[config.mk]
export PLATFORM = sky130hd
export DESIGN_NAME = exu_lsu
export DESIGN_NICKNAME = d
export VERILOG_FILES = /design/src/rtl/exu_lsu.sv
export SDC_FILE = /design/constraint.sdc
export NUM_CORES = 1
export LEC_CHECK = 0
export CORE_AREA = 2 2 101 176
export CTS_CLUSTER_DIAMETER = 80
export DETAILED_ROUTE_END_ITERATION = 6
export DIE_AREA = 0 0 103 178
export GPL_ROUTABILITY_DRIVEN = 0
export PLACE_DENSITY = 0.75
export SLEW_MARGIN = 20
export SYNTH_ARGS = -nofsm -noshare
export SYNTH_HDL_FRONTEND = slang
export SYNTH_SLANG_ARGS = --single-unit
[constraint.sdc]
create_clock -name clk -period 3.15 [get_ports clk]
set_clock_uncertainty 0.15 [all_clocks]
set_input_delay 0.63 -clock clk [delete_from_list [all_inputs] [get_ports clk]]
set_output_delay 0.63 -clock clk [all_outputs]
set_load 0.02 [all_outputs]
[src/rtl/exu_lsu.sv]
// Load/store unit: turns one EXU memory op into a single-beat bus request and a WBU writeback.
// Latency: request seen on mem_* one cycle after acceptance; load writeback one cycle after rvalid.
// Backpressure: one op in flight; req_ready_o only in IDLE, hold_flag_o stalls the pipeline meanwhile.
module exu_lsu #(
    parameter int TIMEOUT_CYCLES = 255
) (
    input  logic        clk,
    input  logic        rst_n,

    input  logic        req_valid_i,
    output logic        req_ready_o,
    input  logic        req_we_i,
    input  logic [31:0] req_addr_i,
    input  logic [31:0] req_wdata_i,
    input  logic [1:0]  req_size_i,
    input  logic        req_unsigned_i,
    input  logic [4:0]  req_rd_i,
    input  logic        flush_i,

    output logic        mem_req_o,
    input  logic        mem_gnt_i,
    output logic        mem_we_o,
    output logic [31:0] mem_addr_o,
    output logic [31:0] mem_wdata_o,
    output logic [3:0]  mem_wmask_o,
    input  logic        mem_rvalid_i,
    input  logic [31:0] mem_rdata_i,

    output logic        lsu_reg_we_o,
    output logic [4:0]  lsu_reg_waddr_o,
    output logic [31:0] lsu_reg_wdata_o,

    output logic        hold_flag_o,
    output logic        misalign_o,
    output logic        bus_err_o
);

    typedef enum logic [1:0] {
        IDLE = 2'd0,
        REQ  = 2'd1,
        WAIT = 2'd2
    } state_t;

    localparam logic [7:0] TMO_LIMIT = 8'(TIMEOUT_CYCLES);

    state_t      state;
    logic [7:0]  tmo_cnt;
    logic        discard;
    logic [1:0]  ld_size;
    logic [1:0]  ld_lane;
    logic        ld_unsigned;
    logic [4:0]  ld_rd;

    logic        misaligned;
    logic [3:0]  wmask_nxt;
    logic [31:0] wdata_nxt;
    logic [7:0]  byte_sel;
    logic [15:0] half_sel;
    logic [31:0] load_ext;
    logic        tmo_hit;
    logic        req_leave;

    // Request decode: alignment, byte strobes and lane replication of store data.
    always_comb begin
        misaligned = 1'b0;
        wmask_nxt  = 4'b1111;
        wdata_nxt  = req_wdata_i;
        case (req_size_i)
            2'd0: begin
                wmask_nxt = 4'b0001 << req_addr_i[1:0];
                wdata_nxt = {4{req_wdata_i[7:0]}};
            end
            2'd1: begin
                misaligned = req_addr_i[0];
                wmask_nxt  = 4'b0011 << {req_addr_i[1], 1'b0};
                wdata_nxt  = {2{req_wdata_i[15:0]}};
            end
            default: misaligned = |req_addr_i[1:0];
        endcase
        if (!req_we_i) begin
            wmask_nxt = 4'b0000;
        end
    end

    // Load lane selection and sign/zero extension.
    always_comb begin
        case (ld_lane)
            2'd0:    byte_sel = mem_rdata_i[7:0];
            2'd1:    byte_sel = mem_rdata_i[15:8];
            2'd2:    byte_sel = mem_rdata_i[23:16];
            default: byte_sel = mem_rdata_i[31:24];
        endcase
        half_sel = ld_lane[1] ? mem_rdata_i[31:16] : mem_rdata_i[15:0];
        case (ld_size)
            2'd0:    load_ext = {{24{~ld_unsigned & byte_sel[7]}}, byte_sel};
            2'd1:    load_ext = {{16{~ld_unsigned & half_sel[15]}}, half_sel};
            default: load_ext = mem_rdata_i;
        endcase
    end

    assign tmo_hit     = (tmo_cnt + 8'd1) == TMO_LIMIT;
    assign req_leave   = mem_gnt_i | flush_i | tmo_hit;
    // Gated by rst_n so the stall request is low for the whole reset window.
    assign hold_flag_o = rst_n & ((state != IDLE) | (req_valid_i & ~misaligned & ~flush_i));

    always_ff @(posedge clk or negedge rst_n) begin
        if (!rst_n) begin
            state           <= IDLE;
            tmo_cnt         <= 8'd0;
            discard         <= 1'b0;
            ld_size         <= 2'd0;
            ld_lane         <= 2'd0;
            ld_unsigned     <= 1'b0;
            ld_rd           <= 5'd0;
            req_ready_o     <= 1'b1;
            mem_req_o       <= 1'b0;
            mem_we_o        <= 1'b0;
            mem_addr_o      <= 32'd0;
            mem_wdata_o     <= 32'd0;
            mem_wmask_o     <= 4'd0;
            lsu_reg_we_o    <= 1'b0;
            lsu_reg_waddr_o <= 5'd0;
            lsu_reg_wdata_o <= 32'd0;
            misalign_o      <= 1'b0;
            bus_err_o       <= 1'b0;
        end else begin
            misalign_o   <= 1'b0;
            bus_err_o    <= 1'b0;
            lsu_reg_we_o <= 1'b0;
            case (state)
                IDLE: begin
                    if (req_valid_i && !flush_i) begin
                        if (misaligned) begin
                            misalign_o <= 1'b1;
                        end else begin
                            state       <= REQ;
                            req_ready_o <= 1'b0;
                            tmo_cnt     <= 8'd0;
                            discard     <= 1'b0;
                            mem_req_o   <= 1'b1;
                            mem_we_o    <= req_we_i;
                            mem_addr_o  <= {req_addr_i[31:2], 2'b00};
                            mem_wdata_o <= wdata_nxt;
                            mem_wmask_o <= wmask_nxt;
                            ld_size     <= req_size_i;
                            ld_lane     <= req_addr_i[1:0];
                            ld_unsigned <= req_unsigned_i;
                            ld_rd       <= req_rd_i;
                        end
                    end
                end
                REQ: begin
                    tmo_cnt <= tmo_cnt + 8'd1;
                    if (req_leave) begin
                        mem_req_o   <= 1'b0;
                        mem_we_o    <= 1'b0;
                        mem_addr_o  <= 32'd0;
                        mem_wdata_o <= 32'd0;
                        mem_wmask_o <= 4'd0;
                    end
                    if (mem_gnt_i) begin
                        if (mem_we_o) begin
                            state       <= IDLE;
                            req_ready_o <= 1'b1;
                        end else begin
                            // A flush coinciding with the grant still has to drain the read.
                            state   <= WAIT;
                            tmo_cnt <= 8'd0;
                            discard <= flush_i;
                        end
                    end else if (flush_i) begin
                        state       <= IDLE;
                        req_ready_o <= 1'b1;
                    end else if (tmo_hit) begin
                        state       <= IDLE;
                        req_ready_o <= 1'b1;
                        bus_err_o   <= 1'b1;
                    end
                end
                WAIT: begin
                    tmo_cnt <= tmo_cnt + 8'd1;
                    if (flush_i) begin
                        discard <= 1'b1;
                    end
                    if (mem_rvalid_i) begin
                        state       <= IDLE;
                        req_ready_o <= 1'b1;
                        if (!discard && !flush_i && ld_rd != 5'd0) begin
                            lsu_reg_we_o    <= 1'b1;
                            lsu_reg_waddr_o <= ld_rd;
                            lsu_reg_wdata_o <= load_ext;
                        end
                    end else if (tmo_hit) begin
                        state       <= IDLE;
                        req_ready_o <= 1'b1;
                        bus_err_o   <= 1'b1;
                    end
                end
                default: begin
                    state       <= IDLE;
                    req_ready_o <= 1'b1;
                end
            endcase
        end
    end

endmodule

# [Yosys cells after proc, flatten, opt, wreduce, memory -nomap -nowiden]
# Cells that the tools add are included.
[op_classes] shift=2 n_reduce_logical=21 add_sub_neg=1 mux=61 bitwise=11 eq_ne=14
[ops] operator="32-bit one-hot mux with 2 select lines" count=4
[ops] operator="32-bit two-way mux" count=5
[ops] operator="8-bit one-hot mux with 3 select lines" count=2
[ops] operator="8-bit two-way mux" count=4
[ops] operator="1-bit two-way mux" count=25
[ops] operator="16-bit two-way mux" count=1
[ops] operator="4-bit two-way mux" count=4
[ops] operator="4-bit one-hot mux with 2 select lines" count=2
[ops] operator="2-bit two-way mux" count=7
[ops] operator="2-bit != test, second input constant" count=6
[ops] operator="3-bit AND reduction" count=4
[ops] operator="8-bit by 1-bit adder with 8-bit output, second input constant" count=1
[ops] operator="2-bit by 1-bit == test with 1-bit output, second input constant" count=4
[ops] operator="8-bit == test, second input constant" count=1
[ops] operator="2-bit logical NOT" count=4
[ops] operator="1-bit one-hot mux with 2 select lines" count=4
[ops] operator="1-bit one-hot mux with 3 select lines" count=2
[ops] operator="2-bit one-hot mux with 3 select lines" count=1
[ops] operator="6-bit AND reduction" count=1
[ops] operator="1-bit AND" count=5
[ops] operator="5-bit nonzero test" count=1
[ops] operator="2-bit == test, second input constant" count=2
[ops] operator="4-bit AND reduction" count=1
[ops] operator="2-bit nonzero test" count=2
[ops] operator="other kinds (10)" count=17
[totals] out_inout_bits=112 inputBits=111 ff_bits=132

# [Logic depth before layout (Yosys ltp)]
[logic_depth] depth_word=7 depth_mapped=9 ltp_nobuf=7

# [Worst setup path before layout]
# No wires, ideal clock.
[synth_timing] kind="register to output" from="reg state[0]" to="out hold_flag_o" stages_incl_launch_ff=9 arrival_ns=1.688 slack_ns=0.682 required_time_ns=2.370 path_cell_list="dfrtp_1 -> inv_1 -> ha_1 -> buf_2 -> inv_2 -> a41oi_1 -> buf_2 -> clkbuf_1 -> nor2b_1"
[synth_via] elab_chain_len=3
[synth_rtl] item="start, declared" line="46" text="state_t state;"
[synth_rtl] item="start signal, assigned" line="108" text="state <= IDLE;"
[synth_rtl] item="start signal, assigned" line="136" text="state <= REQ;"
[synth_rtl] item="start signal, assigned" line="163" text="state <= IDLE;"
[synth_rtl] item="2-bit nonzero test" line="104" text="assign hold_flag_o = rst_n & ((state != IDLE) | (req_valid_i & ~misaligned & ~flush_i));"
[synth_rtl] item="1-bit bitwise OR" line="104"
[synth_rtl] item="1-bit AND" line="104"
[synth_rtl] item="end, declared" line="33" text="output logic hold_flag_o,"
# No other way between the ends.

# [Worst setup path after layout]
[layout_timing] from="in req_size_i[1]" to="out hold_flag_o"
[layout_via] elab_chain_len=7 word_cells_on_any_way=8
[layout_rtl] item="start, declared" line="15" text="input logic [1:0] req_size_i,"
[layout_rtl] item="2-bit by 1-bit == test with 1-bit output / 2-bit logical NOT (equally long branches)" line="68" text="case (req_size_i)"
[layout_rtl] item="1-bit one-hot mux with 2 select lines (*)" line="68"
[layout_rtl] item="1-bit inverter (no source line) (*)"
[layout_rtl] item="1-bit AND (*) (2 in series)" line="104"
[layout_rtl] item="1-bit bitwise OR (*)" line="104"
[layout_rtl] item="1-bit AND (*)" line="104"
# Mark *: on every way between the ends. The rest lies on a longest branch, timed or not.

==> metrics <==
status completed; Synth top area share between 40% and 50%; DRC viols 0; Max VDD drop roughly 0.67 mV; global-route usage over all layers roughly a quarter; Pwr Density 977.3 nW/um2; Crit path arrival time 2.00 ns; Die Height 178 um; Synth Cell Area around 7400 um2; initial core utilization 44.07%; register-to-register setup slack 0.78 ns; htree depth 4; antenna violations before repair 1; Syn Area/Cell 8.849 um2; EDFF count, synth 0; worst setup margin about 0.37 ns; Fin. Hold Viols 0; Critical R2R Capture mem_addr_o[5]; Static Leak 4.395 nW; Core ar. ~17000 um2; fmax 360.0 MHz; Rows 63; Synth-to-Final Area Change 40.35%; nets@finish 1154; cells on worst reg2reg path 7; ranking of synthesized cells by area dfrtp_1 43%, o21ai_0 4.8%, a2bb2oi_1 4.7%; clk root buf clkbuf_16; drt pass-1 iters 5; setup TNS 0 ns; drt wl/cell between 15 and 20 um; Tmin final 2.778 ns; RR Startpoint state[1]; CTS tree done; Crit. End Element output port; Final Setup Violations 0; worst rel slew slack 47.57%; Gate Count Post-Synth 840; Setup WS pre-CTS between 0.03 and 0.04 ns; I/O Buffers 220; WP data required between 2 and 2.5 ns; sequential share of the synthesized area roughly 44%; Synth cell types 59; asr flop ratio synth 100.0%; Worst Hold Launch lsu_reg_waddr_o[1]; cell taking the most area after synthesis dfrtp_1; DP HPWL 16600 um; die width 103 um; number of setup buffers added after CTS 0; Clock transition at path regs about 0.060 ns; RSZ-0062 raised after global routing no; Synth top cells by count 129 x dfrtp_1, 80 x nand2_1, 76 x inv_1, 76 x nor2_1, 71 x o21ai_0; crit-path max FO 5; worst-margin pin slew between 0.7 and 0.8 ns; Final ANT Viol Nets 0; Vias/cell 5.579; Crit Path Category in -> out; vias in the first global route 6971; Slew Viols, Final 0; Hold WC Path Type reg -> reg; WHS Endpoint lsu_reg_waddr_o[1]; drt total wl between 20000 and 25000 um; layout cells sized above 1 under 10%; first-pass GRT wire length 36160 um; Tcrit/Tclk final 88.18%; most frequent cell after synthesis dfrtp_1; WHS Path Cells 2; top_reg_cell synth dfrtp_1; total CTS buffers 17; Ports between 200 and 250; clock sink total 130; CP Launch Type input pin; warnings from Yosys 0; Iteration-0 DRC Markers 416; Congestion Overflow GR 0; DR vias roughly 7000; Die ar. between 15000 and 20000 um2; clock buffer depth 2; Worst-Skew Late Latency 0.41 ns; FF+latch count, synth 130; Max-Cap Viols 0; largest net degree at the start of global routing roughly 80
[worst max-delay path, cell delays in order]
cell and delay (ns):
clkdlybuf4s50_1 0.56, buf_4 0.17, nand2_1 0.11, a41oi_4 0.25, nor2b_1 0.07, dlymetal6s2s_1 0.21
[logic make-up (layout without fill, tap and decap cells)]
| family | Yosys count | count (layout) | share of synthesized area [%] |
|---|---|---|---|
| compound gates | 307 | 307 | 27.59 |
| simple gates | 209 | 209 | 12.69 |
| fa+ha+maj | 6 | 6 | 1.010 |
| buf+inv | 147 | 356 | 8.702 |
| other cells | 1 | 3 | 0.05045 |
| flops | 130 | 130 | 43.78 |
| mux | 39 | 39 | 6.059 |
| xor+xnor | 1 | 1 | 0.1178 |
[registers in the layout, indices dropped and copies added (netlist names), 2 cells and up]
name / cells
mem_wdata_o: 32
ld_size: 2
lsu_reg_waddr_o: 5
tmo_cnt: 8
state: 2
ld_rd: 5
mem_wmask_o: 4
lsu_reg_wdata_o: 32
mem_addr_o: 30
ld_lane: 2
[repair_timing]
action,CTS,global route
gates resized for setup,0,2
hold buffers,1,0
endpoints found under the hold margin,18,0
setup endpoints to repair,0,1
[metrics by stage]
| stage | cells | utilization, % | area [um2] | total power, mW | hold WS (ns) |
|---|---|---|---|---|---|
| final | 1278 | 61.85 | 10430 | 10.20 | 0.3266 |
| after global routing | 1278 | 61.85 | 10430 | 10.84 | 0.3583 |
| after CTS | 1277 | 61.79 | 10420 | 10.24 | 0.3269 |
| after detailed placement | 1244 | 58.19 | 9816 | 8.179 | 0.3116 |
| after global placement | 1244 | 58.19 | 9816 | 8.062 | 0.3101 |
| after floorplan | 841 | - | 7437 | 6.087 | 0.1844 |
[metal layers]
metal / share of wire (%) / track usage, % / vias up
met5: 0 / 0 / -
met4: 3.3 / 11.46 / 0
met3: 5.8 / 4.663 / 47
met2: 53 / 44.78 / 274
met1: 38 / 29.50 / 3421
li1: - / - / 3388
[cells in the final DEF (no fill, tap or decap), drive strengths merged, types with 15 or more instances in the layout]
master / count
a21oi: 52
a2bb2oi: 40
a31oi: 45
a32o: 15
buf: 26
clkbuf: 18
clkdlybuf4s50: 218
dfrtp: 129
inv: 86
mux2: 18
mux2i: 18
nand2: 80
nand2b: 15
nor2: 76
o21ai: 96
[power by group]
group	total (mW)	switching, mW	internal (mW)
clock network	2.02	0.826	1.20
logic	5.29	2.97	2.31
registers	2.89	0.568	2.32
total	10.2	4.37	5.83
[worst max path at each step]
stage | from | cells past startpoint | slack (ns) | endpoint
floorplan | state[0] | 8 | 0.68 | hold_flag_o
detailed placement | req_size_i[1] | 5 | 0.04 | hold_flag_o
finish | req_size_i[1] | 6 | 0.37 | hold_flag_o
global placement | req_size_i[1] | 5 | 0.05 | hold_flag_o
global route | req_size_i[1] | 6 | 0.29 | hold_flag_o
CTS | req_size_i[1] | 5 | 0.01 | hold_flag_o
[final cells by class]
cell class / instances / area, um2
fillers: 1471 / 6436
multi-input cells: 564 / 3572
flip-flops and latches: 130 / 3254
repair buffers: 246 / 2429
clock buffers: 18 / 429.2
inverters: 78 / 292.8
well taps: 227 / 284.0
clock inverters: 14 / 168.9
diodes: 1 / 2.502
Note: power is estimated with default switching activity, not from simulation.
